===== config.mk =====
export PLATFORM = sky130hd
export DESIGN_NAME = trap_arbiter
export DESIGN_NICKNAME = d
export VERILOG_FILES = /design/src/rtl/csr_defs.sv /design/src/rtl/trap_prio_enc.sv /design/src/rtl/trap_arbiter.sv
export SDC_FILE = /design/constraint.sdc
export NUM_CORES = 1
export LEC_CHECK = 0
export ABC_AREA = 0
export CORE_AREA = 2 2 144 146
export CTS_CLUSTER_DIAMETER = 30
export DETAILED_ROUTE_END_ITERATION = 10
export DIE_AREA = 0 0 146 148
export PLACE_DENSITY = 0.69
export SYNTH_ARGS = -nofsm -noshare
export SYNTH_HDL_FRONTEND = slang
export SYNTH_SLANG_ARGS = --single-unit

===== constraint.sdc =====
create_clock -name clk -period 2.96 [get_ports clk]
set_clock_uncertainty 0.2 [all_clocks]
set_input_delay 0.592 -clock clk [delete_from_list [all_inputs] [get_ports clk]]
set_output_delay 0.592 -clock clk [all_outputs]
set_load 0.02 [all_outputs]

===== src/rtl/csr_defs.sv =====
// Shared CSR constants, trap cause codes and trap-arbiter encodings.
// Imported by the trap path and the CSR file.
package csr_defs;

  localparam logic [11:0] CSR_MSTATUS = 12'h300;
  localparam logic [11:0] CSR_MTVEC   = 12'h305;
  localparam logic [11:0] CSR_MEPC    = 12'h341;
  localparam logic [11:0] CSR_MCAUSE  = 12'h342;
  localparam logic [11:0] CSR_MTVAL   = 12'h343;

  localparam logic [4:0] CAUSE_INST_MISALIGN = 5'd0;
  localparam logic [4:0] CAUSE_ILLEGAL       = 5'd2;
  localparam logic [4:0] CAUSE_BREAKPOINT    = 5'd3;
  localparam logic [4:0] CAUSE_LD_MISALIGN   = 5'd4;
  localparam logic [4:0] CAUSE_ST_MISALIGN   = 5'd6;
  localparam logic [4:0] CAUSE_ECALL_U       = 5'd8;
  localparam logic [4:0] CAUSE_INST_PF       = 5'd12;
  localparam logic [4:0] CAUSE_LD_PF         = 5'd13;
  localparam logic [4:0] CAUSE_ST_PF         = 5'd15;

  localparam logic [1:0] FLUSH_NONE = 2'b00;
  localparam logic [1:0] FLUSH_ALL  = 2'b11;

  typedef enum logic [1:0] {
    ST_IDLE,
    ST_REQ,
    ST_DRAIN
  } trap_state_t;

  typedef enum logic [1:0] {
    STG_NONE,
    STG_IF,
    STG_ID,
    STG_MEM
  } trap_stage_t;

  typedef struct packed {
    logic mem_ld_mis;
    logic mem_st_mis;
    logic mem_ld_pf;
    logic mem_st_pf;
    logic id_illegal;
    logic id_ebreak;
    logic id_ecall;
    logic if_misalign;
    logic if_pf;
  } trap_req_t;

endpackage


===== src/rtl/trap_prio_enc.sv =====
// Picks the oldest faulting stage and its highest cause.
// Purely combinational; MEM beats ID beats IF.
module trap_prio_enc
  import csr_defs::*;
(
  input  trap_req_t   i_req,
  input  logic [1:0]  i_priv,
  output logic        o_valid,
  output logic [4:0]  o_cause,
  output trap_stage_t o_stage
);

  // First set request in age order wins
  always_comb begin
    o_valid = 1'b1;
    o_cause = 5'd0;
    o_stage = STG_NONE;
    priority case (1'b1)
      i_req.mem_ld_mis: begin
        o_cause = CAUSE_LD_MISALIGN;
        o_stage = STG_MEM;
      end
      i_req.mem_st_mis: begin
        o_cause = CAUSE_ST_MISALIGN;
        o_stage = STG_MEM;
      end
      i_req.mem_ld_pf: begin
        o_cause = CAUSE_LD_PF;
        o_stage = STG_MEM;
      end
      i_req.mem_st_pf: begin
        o_cause = CAUSE_ST_PF;
        o_stage = STG_MEM;
      end
      i_req.id_illegal: begin
        o_cause = CAUSE_ILLEGAL;
        o_stage = STG_ID;
      end
      i_req.id_ebreak: begin
        o_cause = CAUSE_BREAKPOINT;
        o_stage = STG_ID;
      end
      i_req.id_ecall: begin
        o_cause = CAUSE_ECALL_U + {3'd0, i_priv};
        o_stage = STG_ID;
      end
      i_req.if_misalign: begin
        o_cause = CAUSE_INST_MISALIGN;
        o_stage = STG_IF;
      end
      i_req.if_pf: begin
        o_cause = CAUSE_INST_PF;
        o_stage = STG_IF;
      end
      default: o_valid = 1'b0;
    endcase
  end

endmodule


===== src/rtl/trap_arbiter.sv =====
// Trap arbiter: captures one exception, holds it for the CSR
// side until ack, then drains the flushed pipeline.
module trap_arbiter
  import csr_defs::*;
#(
  parameter int DRAIN_CYCLES = 2,
  parameter int ACK_TIMEOUT  = 15
) (
  input  logic        clk,
  input  logic        rst,
  input  logic        if_misalign_i,
  input  logic        if_pf_i,
  input  logic [31:0] if_pc_i,
  input  logic [31:0] if_va_i,
  input  logic        id_illegal_i,
  input  logic        id_ebreak_i,
  input  logic        id_ecall_i,
  input  logic [31:0] id_pc_i,
  input  logic [31:0] id_inst_i,
  input  logic        mem_ld_mis_i,
  input  logic        mem_st_mis_i,
  input  logic        mem_ld_pf_i,
  input  logic        mem_st_pf_i,
  input  logic [31:0] mem_pc_i,
  input  logic [31:0] mem_inst_i,
  input  logic [31:0] mem_va_i,
  input  logic [1:0]  priv_i,
  input  logic        trap_ack_i,
  output logic        trap_valid_o,
  output logic [4:0]  trap_id_o,
  output logic [31:0] trap_pc_o,
  output logic [31:0] fault_inst_o,
  output logic [31:0] fault_va_imem_o,
  output logic [31:0] fault_va_dmem_o,
  output logic [1:0]  flush_o,
  output logic        timeout_o
);

  localparam logic [2:0] DRAIN_INIT = 3'(DRAIN_CYCLES - 1);
  localparam logic [7:0] TO_LIMIT   = 8'(ACK_TIMEOUT);

  trap_state_t r_state;
  logic        r_valid;
  logic [4:0]  r_id;
  logic [31:0] r_pc;
  logic [31:0] r_inst;
  logic [31:0] r_va_imem;
  logic [31:0] r_va_dmem;
  logic [1:0]  r_flush;
  logic        r_timeout;
  logic [2:0]  r_drain_cnt;
  logic [7:0]  r_to_cnt;

  trap_req_t   w_req;
  logic        w_valid;
  logic [4:0]  w_cause;
  trap_stage_t w_stage;
  logic [31:0] w_pc;
  logic [31:0] w_inst;
  logic [31:0] w_va_imem;
  logic [31:0] w_va_dmem;
  logic [7:0]  w_to_next;

  assign w_req = '{
    mem_ld_mis:  mem_ld_mis_i,
    mem_st_mis:  mem_st_mis_i,
    mem_ld_pf:   mem_ld_pf_i,
    mem_st_pf:   mem_st_pf_i,
    id_illegal:  id_illegal_i,
    id_ebreak:   id_ebreak_i,
    id_ecall:    id_ecall_i,
    if_misalign: if_misalign_i,
    if_pf:       if_pf_i
  };

  trap_prio_enc u_prio (
    .i_req   (w_req),
    .i_priv  (priv_i),
    .o_valid (w_valid),
    .o_cause (w_cause),
    .o_stage (w_stage)
  );

  assign w_to_next = (r_to_cnt == 8'hFF) ? r_to_cnt
                                         : r_to_cnt + 8'd1;

  // Route the winning stage's PC, instruction and fault VA
  always_comb begin
    w_pc      = 32'd0;
    w_inst    = 32'd0;
    w_va_imem = 32'd0;
    w_va_dmem = 32'd0;
    unique case (w_stage)
      STG_MEM: begin
        w_pc      = mem_pc_i;
        w_inst    = mem_inst_i;
        w_va_dmem = mem_va_i;
      end
      STG_ID: begin
        w_pc   = id_pc_i;
        w_inst = id_inst_i;
      end
      STG_IF: begin
        w_pc      = if_pc_i;
        w_va_imem = if_va_i;
      end
      default: ;
    endcase
  end

  // Trap FSM with capture registers and both counters
  always_ff @(posedge clk) begin
    if (rst) begin
      r_state     <= ST_IDLE;
      r_valid     <= 1'b0;
      r_id        <= 5'd0;
      r_pc        <= 32'd0;
      r_inst      <= 32'd0;
      r_va_imem   <= 32'd0;
      r_va_dmem   <= 32'd0;
      r_flush     <= FLUSH_NONE;
      r_timeout   <= 1'b0;
      r_drain_cnt <= 3'd0;
      r_to_cnt    <= 8'd0;
    end else begin
      unique case (r_state)
        ST_IDLE: begin
          if (w_valid) begin
            r_state   <= ST_REQ;
            r_valid   <= 1'b1;
            r_flush   <= FLUSH_ALL;
            r_id      <= w_cause;
            r_pc      <= w_pc;
            r_inst    <= w_inst;
            r_va_imem <= w_va_imem;
            r_va_dmem <= w_va_dmem;
            r_to_cnt  <= 8'd0;
          end
        end
        ST_REQ: begin
          if (trap_ack_i) begin
            r_state     <= ST_DRAIN;
            r_valid     <= 1'b0;
            r_drain_cnt <= DRAIN_INIT;
          end else begin
            r_to_cnt <= w_to_next;
            if (w_to_next >= TO_LIMIT)
              r_timeout <= 1'b1;
          end
        end
        ST_DRAIN: begin
          if (r_drain_cnt == 3'd0) begin
            r_state <= ST_IDLE;
            r_flush <= FLUSH_NONE;
          end else begin
            r_drain_cnt <= r_drain_cnt - 3'd1;
          end
        end
        default: r_state <= ST_IDLE;
      endcase
    end
  end

  assign trap_valid_o    = r_valid;
  assign trap_id_o       = r_id;
  assign trap_pc_o       = r_pc;
  assign fault_inst_o    = r_inst;
  assign fault_va_imem_o = r_va_imem;
  assign fault_va_dmem_o = r_va_dmem;
  assign flush_o         = r_flush;
  assign timeout_o       = r_timeout;

endmodule


==> impl_metrics.env <==
export IMPL_worstReg2RegStart="r_state[1]"
export IMPL_synth_enable_flop_cells=0
export IMPL_startpoint="mem_st_pf_i"
export IMPL_final_nets=1341
export IMPL_rsz0062_at_grt="no"
export IMPL_worst_pin_slew_ns=0.525
export IMPL_cts_tree="yes"
export IMPL_yosysTopAreaCell="dfxtp_1"
export IMPL_start_util_pct=31.4
export IMPL_slew_headroom_pct=65.0
export IMPL_firstDrtPassIters=5
export IMPL_fmax_mhz=375
export IMPL_synth_flop_cell="dfxtp_1"
export IMPL_ios=375
export IMPL_layout_commonest_cell="clkdlybuf4s50_1"
export IMPL_hold_class="flop to flop"
export IMPL_rows=52
export IMPL_synth_area_leaders="dfxtp_1 47%, nor2_1 6.4%, nand3_1 5.7%"
export IMPL_dp_hpwl_um=18100
export IMPL_syn2layout_area_growth_pct=76.6
export IMPL_endpoint_kind="flop"
export IMPL_final_layout_size_suffix_gt1_share_pct=9.25
export IMPL_design_area_sq_um=11100
export IMPL_htree_levels=4
export IMPL_port_buffers=373
export IMPL_antenna_found_initial=1
export IMPL_final_cell_mix="372 x clkdlybuf4s50_1, 148 x dfxtp_1, 106 x nor2_1"
export IMPL_vias=7243
export IMPL_outcome="finished, final reports clean"
export IMPL_grt_pass1_wl_um=38700
export IMPL_reg2reg_depth=6
export IMPL_syn_area_per_cell_sq_um=8.38
export IMPL_syn_area_sq_um=6290
export IMPL_slowest_stage="or4_2"
export IMPL_cts_hold_buf=0
export IMPL_totalWireLength_um=25200
export IMPL_place_congestion=0.825
export IMPL_crit_path_end="fault_inst_o[9]"
export IMPL_cap_violations=0
export IMPL_ys_ff_latch=148
export IMPL_grt_pass1_vias=7079
export IMPL_synth_seq_area_share_pct=47.1
export IMPL_drv_slew=0
export IMPL_dp_cells=1351
export IMPL_fin_cells=1383
export IMPL_vdd_drop_max_v=0.000366
export IMPL_dieArea_sq_um=21600
export IMPL_routedWlPerCell_um=18.2
export IMPL_placed_cell_area_sq_um=10500
export IMPL_drc=0
export IMPL_r2r_end="fault_inst_o[1]"
export IMPL_r2r_slack_ns=0.98
export IMPL_criticalPathCategory="input port to flop"
export IMPL_finalSetupViolCount=0
export IMPL_path_clk_slew_ns=0.06
export IMPL_worstSetupStartpointType="input port"
export IMPL_synthCells=751
export IMPL_grt_max_degree=66
export IMPL_clockBufferDepth=2
export IMPL_cts_resized_gates=0
export IMPL_die_y_um=148
export IMPL_crit_top_cell="buf_12"
export IMPL_cts_root_buf="clkbuf_16"
export IMPL_yosysWarningCount=0
export IMPL_vias_per_cell=5.24
export IMPL_clock_latency_ns=0.42
export IMPL_ys_types=48
export IMPL_drt_iter0_drc=317
export IMPL_async_flop_share_pct=0
export IMPL_synth_top_area_share_pct=47.1
export IMPL_cts_sinks=148
export IMPL_crit_path_max_incr_delay_ns=0.82
export IMPL_hold_violations=0
export IMPL_crit_required_ns=3.10
export IMPL_crit_fanout=60
export IMPL_period_share_pct=90.2
export IMPL_path_cells="clkdlybuf4s50_1 -> or4_2 -> buf_12 -> nor2_2 -> buf_12 -> a221oi_1 -> nor3_1"
export IMPL_powerDensity_nw_per_um2=525
export IMPL_critical_path_arrival_ns=2.81
export IMPL_gr_usage_all_layers_pct=22.4
export IMPL_die_x_um=146
export IMPL_syn_nets=992
export IMPL_p_leak_nw=4.10
export IMPL_n_antenna_cell=0
export IMPL_n_fill_cell=1883
export IMPL_layout_min_cycle_time_ns=2.67
export IMPL_grt_ovfl_total=0
export IMPL_cts_buffers=17
export IMPL_core_sq_um=20000
export IMPL_post_cts_repair_setup_buffers=0
export IMPL_ant_nets=0
-- Yosys cell counts, types with 2 or more instances --
| master | number |
|---|---|
| nand4_1 | 2 |
| ha_1 | 3 |
| nand3b_1 | 2 |
| inv_1 | 5 |
| a22oi_1 | 30 |
| dfxtp_1 | 148 |
| nand3_1 | 72 |
| o311ai_0 | 2 |
| o31ai_1 | 2 |
| buf_1 | 2 |
| and3b_1 | 2 |
| a211oi_1 | 4 |
| and3_1 | 3 |
| nor2_1 | 108 |
| clkbuf_1 | 59 |
| a31o_1 | 5 |
| nor2b_1 | 3 |
| o31a_1 | 3 |
| buf_4 | 3 |
| nand2_1 | 74 |
| a311oi_1 | 34 |
| a21oi_1 | 42 |
| a221oi_1 | 33 |
| a31oi_1 | 3 |
| nor3_1 | 39 |
| nor4_1 | 3 |
| and4_1 | 2 |
| o21ai_0 | 4 |
| a31o_2 | 27 |
| buf_2 | 12 |
| o21a_1 | 2 |
| nor3b_1 | 2 |
-- power by group --
part / leakage [nW] / switching (mW) / internal (mW)
clock network: 0.297 / 0.962 / 1.28
logic: 2.58 / 0.641 / 0.734
registers: 1.22 / 0.0782 / 2.13
total: 4.10 / 1.68 / 4.15
-- metal layers --
metal	wire [um]	global-route usage, %	vias to the layer above
met3	2260	7.50	45
met4	721	8.79	0
li1	-	-	3474
met5	0	0	-
met1	9880	25.9	3403
met2	12300	38.4	321
-- cell families (layout without fill, tap and decap cells) --
group / after synthesis / after routing / share of synthesized area [%]
AND/OR/NAND/NOR: 317 / 317 / 22.4
AO/OA/AOI/OAI: 199 / 199 / 24.4
flip-flops: 148 / 148 / 47.1
buffers and inverters: 81 / 443 / 5.25
adder cells (fa/ha/maj): 3 / 3 / 0.596
XOR/XNOR: 2 / 2 / 0.278
other: 1 / 1 / 0.0596
-- worst max-delay path: cells and delay by family --
family	cells	cell delay [ns]
compound gates	1	0.11
simple gates	3	1.15
buf+inv	3	0.89
-- how the worst min path moves through the flow --
stage,slack (ns),cells after the start,endpoint,from
floorplan,0.24,2,r_drain_cnt[1],r_drain_cnt[1]
global placement,0.24,2,fault_va_dmem_o[29],fault_va_dmem_o[29]
detailed placement,0.24,2,fault_va_dmem_o[9],fault_va_dmem_o[9]
CTS,0.25,2,fault_va_dmem_o[9],fault_va_dmem_o[9]
global route,0.27,2,r_drain_cnt[1],r_drain_cnt[1]
finish,0.25,2,fault_va_dmem_o[9],fault_va_dmem_o[9]
-- sequential cells by signal, summed over array words and instances (netlist names) --
register,count
r_to_cnt,8
trap_pc_o,32
fault_inst_o,32
fault_va_imem_o,32
trap_valid_o,1
trap_id_o,4
fault_va_dmem_o,32
r_drain_cnt,3
timeout_o,1
r_state,2
flush_o,1
-- stage by stage --
stage	TNS, ns	total power [mW]	hold slack (ns)	setup WS [ns]	util, %
6_report	0	5.83	0.250	0.291	55.5
5_1_grt	0	6.08	0.269	0.232	55.5
4_1_cts	0	5.90	0.253	0.335	55.5
3_5_place_dp	-8.89	3.64	0.244	-0.107	52.4
3_3_place_gp	-3.80	3.63	0.238	-0.0675	52.4
2_1_floorplan	0	2.82	0.236	0.511	-
-- layout make-up --
type	count	area, sq um	area share (%)
Timing Repair Buffer	406	4150	37.4
Multi-Input combinational cell	522	3030	27.3
Sequential cell	148	2960	26.7
Clock buffer	17	425	3.83
Tap cell	270	338	3.04
Clock inverter	15	183	1.64
Inverter	5	18.8	0.169
(Power assumes the default switching activity.)
